File: config.mk
export PLATFORM = sky130hd
export DESIGN_NAME = multi_dataflow_tile_sequencer
export DESIGN_NICKNAME = d
export VERILOG_FILES = /design/src/rtl/multi_dataflow_tile_sequencer_pkg.sv /design/src/rtl/multi_dataflow_tile_sequencer_channel.sv /design/src/rtl/multi_dataflow_tile_sequencer.sv
export SDC_FILE = /design/constraint.sdc
export NUM_CORES = 1
export LEC_CHECK = 0
export ABC_AREA = 1
export CORE_MARGIN = 1
export CORE_UTILIZATION = 53
export DETAILED_ROUTE_END_ITERATION = 8
export PLACE_DENSITY = 0.87
export SLEW_MARGIN = 25
export SYNTH_ARGS = -nofsm -noshare
export SYNTH_HDL_FRONTEND = slang
export SYNTH_SLANG_ARGS = --single-unit
export TNS_END_PERCENT = 100
File: constraint.sdc
create_clock -name clk_i -period 2.6 [get_ports clk_i]
set_input_delay 0.52 -clock clk_i [delete_from_list [all_inputs] [get_ports clk_i]]
set_output_delay 0.52 -clock clk_i [all_outputs]
set_load 0.01 [all_outputs]
File: src/rtl/multi_dataflow_tile_sequencer_pkg.sv
// Shared types and constants for the multi_dataflow tile sequencer and its
// per-channel address/completion trackers.
package multi_dataflow_seq_package;

  localparam int SEQ_ADDR_W = 32;

  typedef enum logic [2:0] {
    ST_IDLE,
    ST_START,
    ST_COMPUTE,
    ST_UPDATE,
    ST_FINISHED
  } seq_state_t;

  // Per-channel shadow configuration captured when a job is accepted.
  typedef struct packed {
    logic [SEQ_ADDR_W-1:0] base;
    logic [SEQ_ADDR_W-1:0] stride;
  } seq_chan_cfg_t;

endpackage

File: src/rtl/multi_dataflow_tile_sequencer_channel.sv
// One streamer channel: sticky done flag, optional saturating handshake
// counter (sink channels only) and tile base-address accumulator.
module multi_dataflow_seq_channel
  import multi_dataflow_seq_package::*;
#(
  parameter int CNT_W   = 32,
  parameter bit HAS_CNT = 1'b0
) (
  input  logic                  clk_i,
  input  logic                  rst_i,
  input  logic                  clr,
  input  logic                  load,
  input  logic                  advance,
  input  logic                  count_en,
  input  logic                  done_pulse,
  input  logic                  hs,
  input  logic [CNT_W-1:0]      limit,
  input  seq_chan_cfg_t         cfg,
  output logic [SEQ_ADDR_W-1:0] addr,
  output logic                  complete
);

  logic                  done_reg;
  logic [CNT_W-1:0]      cnt_reg;
  logic [CNT_W-1:0]      cnt_inc;
  logic [CNT_W-1:0]      limit_reg;
  logic [SEQ_ADDR_W-1:0] stride_reg;
  logic [SEQ_ADDR_W-1:0] addr_reg;
  logic                  cnt_ok;

  assign cnt_inc = cnt_reg + CNT_W'(1);

  always_ff @(posedge clk_i) begin
    if (rst_i) begin
      done_reg   <= 1'b0;
      cnt_reg    <= '0;
      limit_reg  <= '0;
      stride_reg <= '0;
      addr_reg   <= '0;
    end else begin
      if (load) begin
        addr_reg   <= cfg.base;
        stride_reg <= cfg.stride;
        limit_reg  <= HAS_CNT ? limit : '0;
      end else if (advance) begin
        addr_reg <= addr_reg + stride_reg;
      end
      if (clr) begin
        done_reg <= 1'b0;
        cnt_reg  <= '0;
      end else if (count_en) begin
        if (done_pulse) done_reg <= 1'b1;
        // Saturate at the limit so surplus handshakes cannot skip past it.
        if (HAS_CNT && hs && (cnt_reg != limit_reg)) cnt_reg <= cnt_inc;
      end
    end
  end

  // Pulses arriving this cycle already count toward completion.
  assign cnt_ok = !HAS_CNT || (cnt_reg == limit_reg) ||
                  (count_en && hs && (cnt_inc == limit_reg));
  assign complete = (done_reg || (count_en && done_pulse)) && cnt_ok;
  assign addr     = addr_reg;

endmodule

File: src/rtl/multi_dataflow_tile_sequencer.sv
// Job sequencer: loops over nb_iter tiles, pulsing streamer/engine starts,
// waiting for every channel to complete and advancing per-channel addresses.
module multi_dataflow_tile_sequencer
  import multi_dataflow_seq_package::*;
#(
  parameter int N_IN    = 3,
  parameter int N_OUT   = 1,
  parameter int CNT_W   = 32,
  parameter int N_CORES = 2
) (
  input  logic                                  clk_i,
  input  logic                                  rst_i,
  input  logic                                  clear_i,
  input  logic                                  start_i,
  input  logic [CNT_W-1:0]                      nb_iter_i,
  input  logic [N_OUT-1:0][CNT_W-1:0]           out_cnt_limit_i,
  input  logic [N_IN+N_OUT-1:0][SEQ_ADDR_W-1:0] base_addr_i,
  input  logic [N_IN+N_OUT-1:0][SEQ_ADDR_W-1:0] tile_stride_i,
  output logic [N_IN-1:0]                       src_start_o,
  input  logic [N_IN-1:0]                       src_done_i,
  output logic [N_OUT-1:0]                      sink_start_o,
  input  logic [N_OUT-1:0]                      sink_done_i,
  input  logic [N_OUT-1:0]                      out_hs_i,
  output logic                                  engine_start_o,
  output logic [N_IN+N_OUT-1:0][SEQ_ADDR_W-1:0] addr_o,
  output logic [CNT_W-1:0]                      tile_idx_o,
  output logic                                  busy_o,
  output logic                                  done_o,
  output logic [N_CORES-1:0]                    evt_o
);

  localparam int N_CH = N_IN + N_OUT;

  seq_state_t                state_reg, state_next;
  logic [CNT_W-1:0]          nb_iter_reg;
  logic [CNT_W-1:0]          tile_idx_reg;
  logic [CNT_W-1:0]          tile_idx_inc;
  logic                      srst;
  logic                      load;
  logic                      tile_complete;
  logic [N_CH-1:0]           ch_complete;
  seq_chan_cfg_t [N_CH-1:0]  ch_cfg;

  assign srst         = rst_i || clear_i;
  assign load         = (state_reg == ST_IDLE) && start_i;
  assign tile_idx_inc = tile_idx_reg + CNT_W'(1);
  assign tile_complete = &ch_complete;

  always_ff @(posedge clk_i) begin
    if (srst) begin
      state_reg    <= ST_IDLE;
      nb_iter_reg  <= '0;
      tile_idx_reg <= '0;
    end else begin
      state_reg <= state_next;
      if (load) begin
        nb_iter_reg  <= nb_iter_i;
        tile_idx_reg <= '0;
      end else if (state_reg == ST_UPDATE) begin
        tile_idx_reg <= tile_idx_inc;
      end
    end
  end

  always_comb begin
    state_next = state_reg;
    case (state_reg)
      ST_IDLE: begin
        if (start_i) state_next = (nb_iter_i == '0) ? ST_FINISHED : ST_START;
      end
      ST_START:    state_next = ST_COMPUTE;
      ST_COMPUTE: begin
        if (tile_complete) state_next = ST_UPDATE;
      end
      ST_UPDATE:   state_next = (tile_idx_inc == nb_iter_reg) ? ST_FINISHED : ST_START;
      ST_FINISHED: state_next = ST_IDLE;
      default:     state_next = ST_IDLE;
    endcase
  end

  genvar gi;
  generate
    for (gi = 0; gi < N_IN; gi++) begin : g_src
      assign ch_cfg[gi] = {base_addr_i[gi], tile_stride_i[gi]};
      multi_dataflow_seq_channel #(
        .CNT_W  (CNT_W),
        .HAS_CNT(1'b0)
      ) u_ch (
        .clk_i     (clk_i),
        .rst_i     (srst),
        .clr       (state_reg == ST_START),
        .load      (load),
        .advance   (state_reg == ST_UPDATE),
        .count_en  (state_reg == ST_COMPUTE),
        .done_pulse(src_done_i[gi]),
        .hs        (1'b0),
        .limit     ({CNT_W{1'b0}}),
        .cfg       (ch_cfg[gi]),
        .addr      (addr_o[gi]),
        .complete  (ch_complete[gi])
      );
    end
    for (gi = 0; gi < N_OUT; gi++) begin : g_sink
      assign ch_cfg[N_IN+gi] = {base_addr_i[N_IN+gi], tile_stride_i[N_IN+gi]};
      multi_dataflow_seq_channel #(
        .CNT_W  (CNT_W),
        .HAS_CNT(1'b1)
      ) u_ch (
        .clk_i     (clk_i),
        .rst_i     (srst),
        .clr       (state_reg == ST_START),
        .load      (load),
        .advance   (state_reg == ST_UPDATE),
        .count_en  (state_reg == ST_COMPUTE),
        .done_pulse(sink_done_i[gi]),
        .hs        (out_hs_i[gi]),
        .limit     (out_cnt_limit_i[gi]),
        .cfg       (ch_cfg[N_IN+gi]),
        .addr      (addr_o[N_IN+gi]),
        .complete  (ch_complete[N_IN+gi])
      );
    end
  endgenerate

  assign src_start_o    = {N_IN{state_reg == ST_START}};
  assign sink_start_o   = {N_OUT{state_reg == ST_START}};
  assign engine_start_o = (state_reg == ST_START);
  assign busy_o         = (state_reg != ST_IDLE);
  assign done_o         = (state_reg == ST_FINISHED);
  assign evt_o          = {N_CORES{state_reg == ST_FINISHED}};
  assign tile_idx_o     = tile_idx_reg;

endmodule

-- Word-level counts from Yosys, hierarchy flattened
Cells that the tools add are included.
- $add $sub $neg: 6
- multiply operators: 0
- div/mod/pow operators: 0
- order comparisons: 0
- equal/unequal tests: 10
- shift-type cells: 0
- mux-type cells: 13
- bitwise logic cells: 0
- reductions and logical operators: 28
- operators by type and width (kind ; count):
    32-bit 2-to-1 mux ; 8
    32-bit adder ; 4
    32-bit == test ; 3
    32-bit by 1-bit adder with 32-bit output, second input constant ; 2
    32-bit zero test ; 1
    32-bit inequality test ; 1
    3-bit 2-to-1 mux ; 4
    3-bit case mux with 4 select lines ; 1
    2-bit AND reduction ; 6
    1-bit logical AND ; 9
    3-bit by 2-bit == test with 1-bit output, second input constant ; 2
    1-bit logical OR ; 6
    2-bit inequality test, second input constant ; 2
    4-bit AND reduction ; 1
    2-bit OR reduction ; 2
    3-bit by 1-bit == test with 1-bit output, second input constant ; 1
    3-bit == test, second input constant ; 1
    3-bit zero test ; 1
    3-bit nonzero test ; 1
    2-bit nonzero test ; 1
- register bits: 391
- bits in latches: 0
- bits in writable memories: 0
- bits in read-only memories: 0
- input bits: 329
- output and inout bits: 169
- word-level logic and storage cells: 74
- memories kept: 0

-- Logic depth before layout (Yosys ltp)
Gate-level depths: netlist (run 1).
- word-level depth: 8
- gate-level depth with buffers: 19
- depth with buffers taken out: 19

-- Hierarchy
Synthesis (run 1) repeated with hierarchy kept, for this count alone.
- cells, all modules: 4430
- area, all modules: 27423.8 um^2
- modules (own cells, without submodules) (module ; times used ; cells each ; area an instance (um^2) ; sequential area each (um^2)):
    multi_dataflow_seq_channel (g_sink[0].u_ch) ; 1 ; 1287 ; 8510.7 ; 2582.5
    multi_dataflow_seq_channel (g_src[0].u_ch) ; 1 ; 789 ; 4790.8 ; 1301.2
    multi_dataflow_seq_channel (g_src[1].u_ch) ; 1 ; 784 ; 4753.3 ; 1301.2
    multi_dataflow_seq_channel (g_src[2].u_ch) ; 1 ; 783 ; 4744.6 ; 1301.2
    multi_dataflow_tile_sequencer ; 1 ; 787 ; 4624.4 ; 1341.3

-- Worst setup path before layout (run 1)
No wires, ideal clock.
- path kind: register to register
- start point: reg g_sink[0].u_ch.addr_reg[0]
- end point: reg g_sink[0].u_ch.addr_reg[20]
- library setup time: 0.132 ns
- data arrival time: 2.200 ns
- data required time: 2.468 ns
- slack: 0.267 ns
- cell stages (with the launch flop): 13
- buffers on the path: 0
- clock period less this slack: 2.333 ns
- cells stage by stage: dfxtp_1 > ha_1 > inv_1 > fa_1 > nand3b_1 > nand2_1 > a21oi_1 > o21bai_1 > a21oi_1 > o21ai_0 > xor2_1 > o21ai_0 > a21oi_1
- word-level cells in the longest chain between the ends: 3
- ends and longest elaborated chain (what ; line ; source):
    start, declared ; multi_dataflow_tile_sequencer_channel.sv:28 ; logic [SEQ_ADDR_W-1:0] addr_reg;
    start signal, assigned ; multi_dataflow_tile_sequencer_channel.sv:42 ; addr_reg <= cfg.base;
    start signal, assigned ; multi_dataflow_tile_sequencer_channel.sv:46 ; addr_reg <= addr_reg + stride_reg;
    32-bit adder ; multi_dataflow_tile_sequencer_channel.sv:46 ;
    32-bit 2-to-1 mux ; multi_dataflow_tile_sequencer_channel.sv:45 ; end else if (advance) begin
    32-bit 2-to-1 mux ; multi_dataflow_tile_sequencer_channel.sv:41 ; if (load) begin
No other way between the ends. The select of a mux whose other input is x is not followed.
A chain may end at the register's enable or synchronous reset.

-- Final worst setup path (run 1)
- start point: reg state_reg[1]
- end point: out busy_o
- word-level cells in the longest chain between the ends: 1
- ends and longest elaborated chain (what ; line ; source):
    start, declared ; multi_dataflow_tile_sequencer.sv:34 ; seq_state_t state_reg, state_next;
    start signal, assigned ; multi_dataflow_tile_sequencer.sv:55 ; state_reg <= state_next;
    3-bit nonzero test ; multi_dataflow_tile_sequencer.sv:128 ; assign busy_o = (state_reg != ST_IDLE);
    end, declared ; multi_dataflow_tile_sequencer.sv:27 ; output logic busy_o,
No other way between the ends.

==> results of run 1 <==
-- worst paths after layout --
check                                                   startpoint                             endpoint  slack [ns]  depth (start not counted)
worst max-delay path                     state_reg[1]$_SDFFE_PP0P_                               busy_o        0.09                          3
worst min-delay path                  nb_iter_reg[10]$_SDFFE_PP0P_         nb_iter_reg[10]$_SDFFE_PP0P_        0.47                          2
worst max register to register  g_src[2].u_ch.addr[0]$_SDFFE_PP0P_  g_src[2].u_ch.addr[28]$_SDFFE_PP0P_        0.18                         15
worst min register to register        nb_iter_reg[10]$_SDFFE_PP0P_         nb_iter_reg[10]$_SDFFE_PP0P_        0.47                          2
-- through the flow --
step	hold slack, ns	utilization, %	setup slack (ns)	power (mW)
after floorplan	0.4415	-	0.2674	7.733
after global placement	0.4551	66.54	-0.3061	8.941
after detailed placement	0.4616	66.54	-0.2945	8.971
after CTS	0.4695	69.71	0.004262	15.31
after global routing	0.4908	70.05	-0.004260	15.83
final	0.4677	70.05	0.08618	15.32
-- worst register-to-register path, delay by kind of cell (launching register included) --
kind	cells	cell delay (ns)
compound gates	4	0.57
flops	1	0.35
buf+inv	1	0.06
fa+ha+maj	2	0.54
simple gates	8	0.84
-- routing by layer --
layer	global-route usage [%]	vias to the layer above	routed length [um]
li1	-	13640	-
met4	19.63	14	4830
met3	6.305	284	7936
met1	45.62	12870	36370
met5	0	-	97
met2	61.34	1350	41910
-- cells in the final DEF, fill, tap and decap left out, drive strengths merged --
cell type	Yosys	final
xnor2	63	63
bufinv	0	2
o21bai	40	40
a31oi	28	28
nand4	27	27
nor3	28	28
or3	1	1
inv	331	331
ha	126	126
a21boi	8	8
buf	37	98
a221oi	8	8
or2	18	18
diode	0	7
o21a	3	3
o21ai	415	415
o211a	2	2
a31o	7	7
o2111ai	6	6
o211ai	16	16
a21o	22	22
and3	3	3
dfxtp	391	391
nor4	15	15
o221ai	16	16
clkinvlp	0	5
xor2	66	66
clkinv	0	11
nand2	874	874
o31ai	4	4
fa	4	4
nand3	182	182
xnor3	2	2
a21oi	353	353
a211oi	4	4
clkdlybuf4s50	0	497
clkbuf	122	61
nand3b	11	11
nor2	600	600
-- cell type report --
| class | instances | area [um^2] |
|---|---|---|
| well taps | 607 | 759.5 |
| fillers | 4049 | 13910 |
| flip-flops and latches | 391 | 7831 |
| clock buffers | 61 | 1296 |
| clock inverters | 18 | 175.2 |
| inverters | 331 | 1255 |
| multi-input cells | 2952 | 15300 |
| diodes | 7 | 17.52 |
| repair buffers | 595 | 5914 |
-- power by group through the flow --
| stage | sequential [mW] | combinational (mW) | clock, mW |
|---|---|---|---|
| floorplan | 6.48 | 1.25 | 0 |
| global placement | 6.51 | 2.43 | 0 |
| finish | 6.39 | 2.52 | 6.41 |
| CTS | 6.39 | 2.48 | 6.44 |
| global route | 6.41 | 2.74 | 6.69 |
| detailed placement | 6.51 | 2.46 | 0 |
-- logic make-up (layout without fill, tap and decap cells) --
kind of cell,after synthesis,count (layout),synth area share (%)
buffers and inverters,490,1005,7.623
AND/OR/NAND/NOR,1759,1759,29.12
other,0,7,0
XOR/XNOR,131,131,4.718
flip-flops,391,391,31.44
AO/OA/AOI/OAI,932,932,20.45
adder cells (fa/ha/maj),130,130,6.653
-- repair_timing --
| action | 4_1_cts | 5_1_grt |
|---|---|---|
| hold endpoints to repair | 0 | 0 |
| hold buffers | 0 | 0 |
| setup endpoints to repair | 1 | 36 |
| buffers inserted | 0 | 5 |
| cloned | 0 | 0 |
| pin swaps | 0 | 6 |
| resized for setup | 1 | 37 |
==> impl_metrics.csv, run 1 <==
group,metric,value,unit
cts,h-tree-depth,2,
setup_path,slowest_delay,0.57,ns
cts,clock_latency,0.58,ns
floorplan,ios,498,
detailed_routing,viasPerCell,5.676,
timing,period_share,96.69,%
synth,synth_nets,4292,
floorplan,fp.dieW,218.8,um
synth,synth-seq-area-share,31.44,%
floorplan,rows,79,
timing,tns,0,ns
synth,synth_top_area_share,31.44,%
setup_path,crit_fanout,9,
detailed_routing,drc,0,
placed_design,placed_cells_incl_taps,4871,
timing,max_freq,397.8,MHz
setup_path,criticalPathCategory,"flop to primary output",
synth,synth_area_leaders,"dfxtp_1 (31%), nand2_1 (13%), nor2_1 (8.7%)",
layout,stdcell_area,32550,um^2
cts,cts_root_buf,"clkbuf_16",
grt,grt_pass1_vias,26070,
setup_path,worst_setup_path_start_kind,"flop",
power_and_ir_drop,switching_power,4.276,mW
grt,antenna_found_initial,14,
grt,overflow,0,
detailed_routing,wire_per_inst,18.37,um
flow_run,drv_cap,0,
timing,worst_pin_slew,0.8007,ns
grt,grt_max_degree,96,
synth,ys_types,46,
timing,hold_viol,0,
detailed_routing,ant_nets,0,
setup_path,crit_family,"buffers and inverters",
power_and_ir_drop,p_per_area,470.8,nW/um^2
power_and_ir_drop,p_leak,13.96,nW
placed_design,hpwl,69120,um
timing,maxSlewHeadroom,46.62,%
layout,nets,4774,
cts,cts_inserted_buffers,44,
power_and_ir_drop,seq_power_share,41.7,%
power_and_ir_drop,ir_worst_vdd,665.0,uV
timing,skew,0.01271,ns
floorplan,die-height,218.8,um
timing,slew_viol_final,0,
power_and_ir_drop,combPwrFrac,16.4,%
synth,syn_inst,3833,
synth,ys.flop_type,"dfxtp_1",
setup_path,worst-path-buf-inv,2,
detailed_routing,dr.first_iter.drc_count,2470,
layout,area.growth.synth_to_final,30.70,%
power_and_ir_drop,swShare,27.91,%
grt,grt_pass1_wl,140000,um
setup_path,crit_path_end_kind,"primary output",
synth,syn_area,24900,um^2
detailed_routing,vias,28160,
grt,grtUsageTotal,36.98,%
placed_design,place_area,30910,um^2
worst_hold_path,hold_class,"flop to flop",
cts,clockBufferDepth,3,
synth,async_reset_ff_share,0,%
cts,clk_pin_slew,0.06,ns
setup_path,crit_slowest_cell,"clkdlybuf4s50_1",
synth,synth_seq_cells,391,
cts,cts.sinks,391,
layout,stdcell_count,4962,
power_and_ir_drop,p_int,11.05,mW
synth,synthTopCellsByCount,"nand2_1 (864), nor2_1 (575), o21ai_0 (413)",
floorplan,fp.coreArea,46460,um^2
setup_path,cp.required,2.08,ns
placed_design,port-buffer-count,497,
synth,synth-edff-count,0,
setup_path,cp_data_arrival_time,1.99,ns
detailed_routing,dr.pass1.iters,8,
synth,synth_top_cell_by_area,"dfxtp_1",
power_and_ir_drop,clkPwrFrac,41.9,%
setup_path,path_cells,"inv_2 > nand2_1 > clkdlybuf4s50_1",
synth,yosys_warnings,0,
detailed_routing,wirelength,91140,um
status,status,"finished, final reports clean",
synth,syn_area_per_cell,6.496,um^2
synth,yosysMostFrequentCell,"nand2_1",
layout,drive_above_1_share,6.256,%
timing,post-route-min-period,2.514,ns
placed_design,gp_congestion,1.028,
timing,setup_violations,0,
floorplan,start_util,53.60,%
floorplan,die-area,47850,um^2
cts,cts_tree,"yes",
Note: power is estimated with default switching activity, not from simulation.
==> run 2, diff against run 1 <==
==> constraint.sdc (replaced) <==
create_clock -name clk_i -period 2.6 [get_ports clk_i]
set_input_delay 0.26 -clock clk_i [delete_from_list [all_inputs] [get_ports clk_i]]
set_output_delay 0.26 -clock clk_i [all_outputs]
set_load 0.01 [all_outputs]
==> impl_metrics.csv, run 2 (synthesis gave the netlist of run 1 again) <==
group,metric,value,unit
setup_path,cp_data_arrival_time,2.91,ns
cts,clock_latency,0.60,ns
placed_design,placed_cells_incl_taps,4856,
detailed_routing,wirelength,92770,um
status,status,"finished, final reports clean",
detailed_routing,drc,0,
timing,max_freq,403.7,MHz
setup_path,criticalPathCategory,"flop to flop",
floorplan,rows,79,
power_and_ir_drop,switching_power,4.266,mW
floorplan,start_util,53.60,%
setup_path,crit_fanout,4,
power_and_ir_drop,power.total,15.36,mW
floorplan,fp.dieW,218.8,um
worst_hold_path,hold_depth,3,
layout,final_common_cell,"nand2_1",
cts,clk_pin_slew,0.06,ns
placed_design,hpwl,70200,um
placed_design,post-place-ws,0.05048,ns
setup_path,worst_setup_path_start_kind,"flop",
cts,clockBufferDepth,3,
setup_path,worst-path-buf-inv,1,
grt,grt_max_degree,99,
timing,fin_ws,0.1230,ns
setup_path,r2r.worst_path.cells,11,
timing,post-route-min-period,2.477,ns
detailed_routing,ant_nets,0,
flow_run,drv_cap,0,
grt,antenna_found_initial,13,
setup_path,cp.required,3.04,ns
timing,hold_viol,0,
power_and_ir_drop,ir_worst_vdd,651.3,uV
timing,setup_violations,0,
timing,hold_ws,0.2411,ns
cts,cts_inserted_buffers,44,
grt,grtUsageTotal,37.68,%
cts,h-tree-depth,2,
timing,rsz0062_at_grt,"yes",
grt,grt_pass1_vias,26340,
detailed_routing,dr.pass1.iters,6,
cts,cts_root_buf,"clkbuf_16",
setup_path,crit_path_end_kind,"flop",
timing,period_share,95.27,%
layout,fill_cells,4006,
timing,worst_pin_slew,0.8164,ns
cts,cts.sinks,391,
worst_hold_path,hold_class,"input pin to flop",
power_and_ir_drop,combPwrFrac,16.5,%
power_and_ir_drop,p_per_area,474.5,nW/um^2
timing,maxSlewHeadroom,45.51,%
setup_path,slowest_delay,0.35,ns
timing,skew,0.03002,ns
floorplan,die-height,218.8,um
setup_path,crit_slowest_cell,"ha_1",
power_and_ir_drop,seq_power_share,41.6,%
layout,area.growth.synth_to_final,30.04,%
setup_path,crit_family,"compound AO/OA/AOI/OAI gates",
grt,grt_pass1_wl,141600,um
layout,final_cell_mix,"nand2_1 (858), nor2_1 (572), clkdlybuf4s50_1 (497)",
detailed_routing,wire_per_inst,18.75,um
cts,cts_tree,"yes",
floorplan,die-area,47850,um^2
placed_design,gp_congestion,1.005,
layout,stdcell_area,32380,um^2
power_and_ir_drop,clkPwrFrac,41.9,%
power_and_ir_drop,swShare,27.77,%
setup_path,crit_cells,11,
detailed_routing,vias,27990,
placed_design,port-buffer-count,497,
layout,stdcell_count,4947,
grt,overflow,0,
floorplan,ios,498,
layout,nets,4757,
power_and_ir_drop,p_leak,13.83,nW
timing,slew_viol_final,0,
placed_design,place_area,30790,um^2
detailed_routing,dr.first_iter.drc_count,2550,
detailed_routing,viasPerCell,5.657,
setup_path,path_cells,"ha_1 > a21oi_1 > o21ai_0 > a21oi_2 > o21bai_1 > buf_4 > a21oi_1 > o21ai_0 > xor2_1 > o21ai_0 > a21oi_1",
power_and_ir_drop,p_int,11.10,mW
layout,drive_above_1_share,5.772,%
floorplan,fp.coreArea,46460,um^2
## run 2: changes by cell type in the layout (fill, tap and decap cells not counted), moves of 4 or more
cell	delta
buf_4	-15
clkbuf_1	+5
clkbuf_8	-5
o21ai_0	+5
o21ai_1	-5
clkinvlp_4	-4
## run 2: stage by stage
step                TNS (ns)  util (%)
floorplan                  0         -
global placement           0     66.27
detailed placement         0     66.27
CTS                        0     69.41
global route        -0.05836     69.69
finish                     0     69.70
## run 2: worst paths after layout
path / start / slack, ns / endpoint
worst max-delay path: g_src[0].u_ch.addr[2]$_SDFFE_PP0P_ / 0.12 / g_src[0].u_ch.addr[19]$_SDFFE_PP0P_
worst max register to register: g_src[0].u_ch.addr[2]$_SDFFE_PP0P_ / 0.12 / g_src[0].u_ch.addr[19]$_SDFFE_PP0P_
worst min register to register: nb_iter_reg[23]$_SDFFE_PP0P_ / 0.47 / nb_iter_reg[23]$_SDFFE_PP0P_
worst min-delay path: out_cnt_limit_i[7] / 0.24 / g_sink[0].u_ch.limit_reg[7]$_SDFFE_PP0P_
## run 2: metal layers
metal / track usage (%) / wire length [um]
met2: 63.45 / 43290
met4: 18.38 / 4464
met3: 6.430 / 7995
met1: 46.33 / 36940
met5: 0 / 76
## run 2: final cells by class
type	instances	area, um^2	share of cell area (%)
clock buffers	61	1246	3.849
flip-flops and latches	391	7833	24.19
inverters	331	1257	3.883
clock inverters	18	215.2	0.6646
repair buffers	578	5771	17.82
well taps	607	759.5	2.346
diodes	9	22.52	0.06955
multi-input cells	2952	15280	47.18
## run 2: power groups by stage
stage	clock, mW	sequential [mW]	combinational [mW]
floorplan	0	6.48	1.25
global placement	0	6.51	2.46
detailed placement	0	6.51	2.47
CTS	6.47	6.38	2.50
global route	6.70	6.41	2.74
finish	6.44	6.39	2.53
## run 2: what timing repair did
action,4_1_cts,5_1_grt
setup endpoints to repair,0,26
gates resized for setup,0,33
hold buffers,0,0
setup buffers,0,3
## run 2: worst register-to-register path, cell delays in order (launching register included)
cell      delay, ns
dfxtp_1        0.32
ha_1           0.35
a21oi_1        0.15
o21ai_0        0.16
a21oi_2        0.21
o21bai_1       0.11
buf_4          0.16
a21oi_1        0.27
o21ai_0        0.18
xor2_1         0.17
o21ai_0        0.16
a21oi_1        0.09
